**config.mk**
```make
export PLATFORM = sky130hd
export DESIGN_NAME = writeback_stage
export DESIGN_NICKNAME = d
export VERILOG_FILES = /design/src/rtl/pipeline_pkg.sv /design/src/rtl/regfile_writeback.sv /design/src/rtl/writeback_stage.sv
export SDC_FILE = /design/constraint.sdc
export NUM_CORES = 1
export LEC_CHECK = 0
export CAP_MARGIN = 20
export CORE_ASPECT_RATIO = 1.4
export CORE_MARGIN = 1.5
export CORE_UTILIZATION = 38
export CTS_BUF_LIST = sky130_fd_sc_hd__clkbuf_2
export CTS_CLUSTER_DIAMETER = 40
export DETAILED_ROUTE_END_ITERATION = 10
export MAX_ROUTING_LAYER = met4
export PLACE_DENSITY = 0.53
export SYNTH_ARGS = -nofsm -noshare
export SYNTH_HDL_FRONTEND = slang
export SYNTH_SLANG_ARGS = --single-unit
```
**constraint.sdc**
```tcl
create_clock -name clk -period 21.4 [get_ports clk]
set_input_delay 6.42 -clock clk [delete_from_list [all_inputs] [get_ports clk]]
set_output_delay 6.42 -clock clk [all_outputs]
set_load 0.01 [all_outputs]
```
**src/rtl/pipeline_pkg.sv**
```systemverilog
// Shared pipeline definitions: opcodes, datapath widths and the writeback stage record.
package pipeline_pkg;
  localparam int DATA_W     = 32;
  localparam int REG_ADDR_W = 4;
  localparam int FLAGS_W    = 3;
  localparam int NUM_REGS   = 16;
  localparam int OP_W       = 5;

  localparam logic [OP_W-1:0] OP_NOP   = 5'b00000;
  localparam logic [OP_W-1:0] OP_STORE = 5'b11011;

  typedef struct packed {
    logic                  vld;
    logic [OP_W-1:0]       op;
    logic [REG_ADDR_W-1:0] dest;
    logic [DATA_W-1:0]     data;
    logic [FLAGS_W-1:0]    flags;
  } wb_stage_t;

  // NOPs, stores and writes to r0 retire without touching architectural state.
  function automatic logic writes_reg(wb_stage_t s);
    return s.vld && (s.op != OP_NOP) && (s.op != OP_STORE) && (s.dest != '0);
  endfunction
endpackage

```
**src/rtl/regfile_writeback.sv**
```systemverilog
// 16x32 register file, one write port, two combinational read ports, r0 fixed at zero.
// Same-cycle write-to-read forwarding is enabled by defining WB_BYPASS_EN.
module regfile_writeback
  import pipeline_pkg::*;
(
  input  logic                  clk,
  input  logic                  reset,
  input  logic                  we,
  input  logic [REG_ADDR_W-1:0] waddr,
  input  logic [DATA_W-1:0]     wdata,
  input  logic [REG_ADDR_W-1:0] raddr1,
  input  logic [REG_ADDR_W-1:0] raddr2,
  output logic [DATA_W-1:0]     rdata1,
  output logic [DATA_W-1:0]     rdata2
);
  logic [NUM_REGS-1:0][DATA_W-1:0] r_regs;

  always_ff @(posedge clk or posedge reset) begin
    if (reset)                     r_regs        <= '0;
    else if (we && waddr != '0)    r_regs[waddr] <= wdata;
  end

  always_comb begin
    rdata1 = (raddr1 == '0) ? '0 : r_regs[raddr1];
    rdata2 = (raddr2 == '0) ? '0 : r_regs[raddr2];
`ifdef WB_BYPASS_EN
    // write-before-read: the value being written this cycle wins over the array
    if (we && waddr != '0 && raddr1 == waddr) rdata1 = wdata;
    if (we && waddr != '0 && raddr2 == waddr) rdata2 = wdata;
`endif
  end
endmodule

```
**src/rtl/writeback_stage.sv**
```systemverilog
// Writeback stage: latches the execute result, retires it into the register file and
// flags register, counts retired instructions. Optional read bypass via WB_BYPASS_EN.
module writeback_stage
  import pipeline_pkg::*;
#(
  parameter int CNT_W = 16
) (
  input  logic                  clk,
  input  logic                  reset,
  input  logic                  valid_in_w,
  input  logic [OP_W-1:0]       opcode_in_w,
  input  logic [REG_ADDR_W-1:0] dest_in_w,
  input  logic [DATA_W-1:0]     data_result_in_w,
  input  logic [FLAGS_W-1:0]    flags_in_w,
  input  logic [REG_ADDR_W-1:0] rd_addr1_w,
  input  logic [REG_ADDR_W-1:0] rd_addr2_w,
  output logic [DATA_W-1:0]     rd_data1_w,
  output logic [DATA_W-1:0]     rd_data2_w,
  output logic [REG_ADDR_W-1:0] prv_inst_dest_out_w,
  output logic [DATA_W-1:0]     fwd_data_out_w,
  output logic                  fwd_valid_out_w,
  output logic [FLAGS_W-1:0]    flags_out_w,
  output logic [CNT_W-1:0]      retired_count_w
);
  wb_stage_t          r_stage;
  logic [FLAGS_W-1:0] r_flags;
  logic [CNT_W-1:0]   r_cnt;
  logic               w_we;

  always_ff @(posedge clk or posedge reset) begin
    if (reset) r_stage <= '0;
    else       r_stage <= '{vld: valid_in_w, op: opcode_in_w, dest: dest_in_w,
                            data: data_result_in_w, flags: flags_in_w};
  end

  assign w_we = writes_reg(r_stage);

  always_ff @(posedge clk or posedge reset) begin
    if (reset) begin
      r_flags <= '0;
      r_cnt   <= '0;
    end else begin
      if (w_we)        r_flags <= r_stage.flags;
      if (r_stage.vld) r_cnt   <= r_cnt + 1'b1;
    end
  end

  regfile_writeback u_rf (
    .clk    (clk),
    .reset  (reset),
    .we     (w_we),
    .waddr  (r_stage.dest),
    .wdata  (r_stage.data),
    .raddr1 (rd_addr1_w),
    .raddr2 (rd_addr2_w),
    .rdata1 (rd_data1_w),
    .rdata2 (rd_data2_w)
  );

  assign fwd_valid_out_w     = w_we;
  assign prv_inst_dest_out_w = r_stage.vld ? r_stage.dest : '0;
  assign fwd_data_out_w      = r_stage.data;
  assign flags_out_w         = r_flags;
  assign retired_count_w     = r_cnt;
endmodule

```
# After elaboration in Yosys (flattened, before gate mapping)
# Index checks and enable logic that the tools add are counted.
[op_classes] addsub=1 n_eq_ne=1 n_reduce_logical=9 n_mux=10 n_lt_le_gt_ge=4
[op_table] cell="$bwmux 512" n=1
[op_table] cell="$bmux 32 s4" n=2
[op_table] cell="$mux 32" n=5
[op_table] cell="$demux 32 s4" n=1
[op_table] cell="$add 16x1->16 const B" n=1
[op_table] cell="$lt 4x5->1 const B" n=3
[op_table] cell="$logic_not 4->1" n=2
[op_table] cell="$logic_and 1x1->1" n=5
[op_table] cell="$ne 5x5->1 const B" n=1
[op_table] cell="$reduce_bool 5->1" n=1
[op_table] cell="$ge 4x1->1 const B" n=1
[op_table] cell="$mux 4" n=1
[op_table] cell="$reduce_bool 4->1" n=1
[totals] inputBits=55 out_inout_bits=120 ff_bits=576 elab_cells=48

# Logic depth before layout (Yosys ltp)
[depth] depth_word=5 depth_mapped=8 ltp_nobuf=5

# Modules after synthesis
# From an unflattened synthesis, not the netlist that was laid out.
[hier_totals] hier_cells=1992 hier_area_um2=27652.8
[modules_own_cells] module="regfile_writeback" area_each_um2=25235.5 cells_per_inst=1826 instances=1 seq_area_each_um2=12011.5
[modules_own_cells] module="writeback_stage" area_each_um2=2417.3 cells_per_inst=166 instances=1 seq_area_each_um2=1601.5

# Worst setup path before layout
# No wires, ideal clock.
[synth_path] kind="input to output" from="input rd_addr1_w[1]" to="output rd_data1_w[16]" t_arrival_ns=7.902 setup_slack_ns=7.078 path_buffers=2 required_time_ns=14.980 path_stages=5 cell_sequence="clkbuf_1 clkbuf_1 mux4_2 o22ai_1 nor2_1"
[synth_via] elab_chain_cells=3 word_cells_on_any_way=4 classes_between="mux (3); reduce/logical (1)"
[synth_rtl] item="start, declared" line="writeback_stage.sv:15" rtl="input logic [REG_ADDR_W-1:0] rd_addr1_w,"
[synth_rtl] item="$bmux 32 s4" line="regfile_writeback.sv:24" rtl="rdata1 = (raddr1 == '0) ? '0 : r_regs[raddr1];"
[synth_rtl] item="$mux 32 (not written as such)" line="regfile_writeback.sv:24"
[synth_rtl] item="$mux 32 *" line="regfile_writeback.sv:24"
[synth_rtl] item="end, declared" line="writeback_stage.sv:17" rtl="output logic [DATA_W-1:0] rd_data1_w,"
# Mark *: on every way between the ends. The rest lies on a longest branch, timed or not. The select of a mux whose other input is x is not followed.

# Final worst setup path
[layout_path] from="input rd_addr1_w[0]" to="output rd_data1_w[21]"
# The elaborated chain is that of the path after synthesis.

==> impl_metrics.yaml <==
outcome:
  status: "finished clean"
cts:
  numCtsBuffers: 145
  ctsHoldBuffers: 0
  clk_pin_slew_ns: 0.09
  clk_path_buf_depth: 3
  root_buffer: "clkbuf_2"
  cts_sinks: 544
  worstSkewPairLatency_ns: 1.33
  cts_tree: "yes"
  ctsResizeCount: 0
  postCtsSetupBuffers: 0
  h-tree-depth: 4
critical_path:
  reg2regPathDepth: 5
  r2r-end: "u_rf.r_regs[226]"
  required_ns: 14.98
  start_kind: "primary input"
  max_stage_delay_ns: 0.92
  cp_max_fo: 20
  critPathKind: "in2out"
  crit_top_cell: "clkdlybuf4s50_1"
  arrival_ns: 9.98
  worst_setup_path_end_kind: "primary output"
  path_cells: "clkdlybuf4s50_1 > nand2b_1 > buf_4 > o22ai_1 > a2111oi_0 > nor2_1 > clkdlybuf4s50_1"
  worstReg2RegStart: "r_stage[39]"
  r2r_slack_ns: 18.08
  crit_slowest_cell: "clkdlybuf4s50_1"
layout:
  layout_commonest_cell: "dfrtp_1"
  finalInstanceArea_um2: 31600
  nNetsFinal: 2178
  finalNonFillerCells: 3180
  area_delta_synth_final_pct: 12.2
  layout_common_cells: "dfrtp_1, mux2_2, clkbuf_2"
  drive_above_1_share_pct: 41.8
synth:
  synth_edf_count: 0
  yosysUniqueCellTypes: 42
  async_flop_share_pct: 100
  synth_seq_cells: 544
  syn_area_um2: 28200
  syn_nets: 2038
  ys.flop_type: "dfrtp_1"
  ys_warn_count: 0
  synth-seq-area-share_pct: 48.3
  syn_avg_cell_area_um2: 14.2
  syn-instance-count: 1982
drt:
  firstDrtPassIters: 5
  dr_wl_met3_um: 4090
  met1Wirelength_um: 33100
  wl_per_cell_um: 26.1
  ant_nets: 0
  drc_errors: 0
  vias: 18100
  drt_iter0_drc: 949
  wirelength_um: 82900
  top_layer_used: "met4"
  met2WireLength_um: 42800
  viasPerCell: 5.69
global_route:
  grt_pass1_vias: 19700
  grt_overflow_total: 0
  grt_pass1_wl_um: 126000
  antenna_found_initial: 2
  grt_max_degree: 104
  track_usage_pct: 23.0
placed_design:
  pre_cts_slack_ns: 4.95
  numPortBuffers: 174
  gp_congestion: 0.778
  dp_hpwl_um: 47600
  postPlaceCellArea_um2: 30200
  dp_cells: 2933
min_path:
  holdPathEnd: "retired_count_w[15]"
  hold_path_depth: 1
  holdCritPathClass: "reg2reg"
  min_from: "retired_count_w[15]"
die:
  io_pins: 175
  num_rows: 118
  coreArea_um2: 73700
  start_util_pct: 38.3
  dieArea_um2: 75800
  dieHeight_um: 325
  die_w_um: 233
timing:
  max_freq_ghz: 0.0610
  worst_clock_skew_ns: 0.0784
  final.setup.worst_slack_ns: 5.00
  hold_viol: 0
  rsz0062_at_grt: "false"
  setup_viol_count_final: 0
  setup_tns_ns: 0
  finalCriticalPeriod_ns: 16.40
  maxSlewViolCount: 0
  worstMarginPinSlew_ns: 1.11
  slew_headroom_pct: 25.8
  finalCritPeriodShare_pct: 76.6
flow_run:
  maxCapViolations: 0
power:
  leakage_nw: 13.8
  ir_worst_vdd_mv: 0.0430
  pwr_density_cell_nw_per_um2: 92.1
## worst max path at each step
stage / startpoint / to / slack, ns / depth (start not counted)
5_1_grt: rd_addr1_w[0] / rd_data1_w[14] / 4.83 / 7
4_1_cts: rd_addr1_w[0] / rd_data1_w[14] / 4.95 / 7
3_5_place_dp: rd_addr1_w[0] / rd_data1_w[14] / 4.95 / 7
6_report: rd_addr1_w[0] / rd_data1_w[21] / 5.00 / 7
2_1_floorplan: rd_addr1_w[1] / rd_data1_w[16] / 7.08 / 5
3_3_place_gp: rd_addr1_w[0] / rd_data1_w[12] / 4.94 / 7
## cells by family (layout without fill, tap and decap cells)
kind of cell             Yosys count  count (layout)  share of synthesized area [%]
AO/OA/AOI/OAI                    222             222                           5.50
XOR/XNOR                          15              15                          0.466
adder cells (fa/ha/maj)            1               1                         0.0444
buffers and inverters            231             466                           4.71
flip-flops                       544             544                           48.3
multiplexers                     839             839                           38.7
other                              0               3                              0
AND/OR/NAND/NOR                  130             130                           2.28
## power breakdown
group / total, mW / switching, mW / internal (mW)
clock network: 0.756 / 0.441 / 0.315
logic: 0.706 / 0.265 / 0.441
registers: 1.45 / 0.193 / 1.26
total: 2.91 / 0.899 / 2.01
## worst max-delay path, delay by kind of cell
family,cells,cell delay [ns]
buffers and inverters,3,1.92
AOI/OAI and AO/OA,2,0.95
and+or+nand+nor,2,0.66
## layer usage
layer | up-vias | global-route usage [%]
li1 | 7816 | -
met1 | 9593 | 26.8
met2 | 516 | 38.4
met3 | 166 | 4.82
met4 | 0 | 9.47
met5 | - | -
## cell type report
| type | count | area [µm²] |
|---|---|---|
| Antenna cell | 3 | 7.51 |
| Clock buffer | 204 | 1020 |
| Clock inverter | 38 | 289 |
| Fill cell | 6760 | 42100 |
| Inverter | 4 | 18.8 |
| Multi-Input combinational cell | 1207 | 13300 |
| Sequential cell | 544 | 13600 |
| Tap cell | 960 | 1200 |
| Timing Repair Buffer | 220 | 2140 |
## stage by stage
| stage | power (mW) | utilization [%] | hold WS [ns] |
|---|---|---|---|
| 6_report | 2.91 | 42.9 | 0.478 |
| 5_1_grt | 3.09 | 42.9 | 0.502 |
| 4_1_cts | 2.96 | 42.8 | 0.479 |
| 3_5_place_dp | 2.18 | 41.1 | 0.462 |
| 3_3_place_gp | 2.15 | 41.0 | 0.464 |
| 2_1_floorplan | 1.94 | - | 0.454 |
## sequential cells by signal, indices dropped and copies added (netlist names)
name / cells
retired_count_w: 16
r_stage: 13
fwd_data_out_w: 32
u_rf.r_regs: 480
flags_out_w: 3
## cell usage after synthesis (32+ instances only)
cell | instances | share of area [%]
nor2_1 | 65 | 0.87
dfrtp_1 | 544 | 48
mux4_2 | 131 | 10
clkbuf_1 | 93 | 1.2
mux2i_1 | 193 | 6.9
mux2_2 | 437 | 17
o22ai_1 | 60 | 1.3
a22oi_1 | 32 | 0.85
buf_2 | 44 | 0.78
mux2_4 | 60 | 3.2
a21oi_1 | 65 | 1.2
buf_4 | 50 | 1.3
Power figures use the tool's default switching activity.
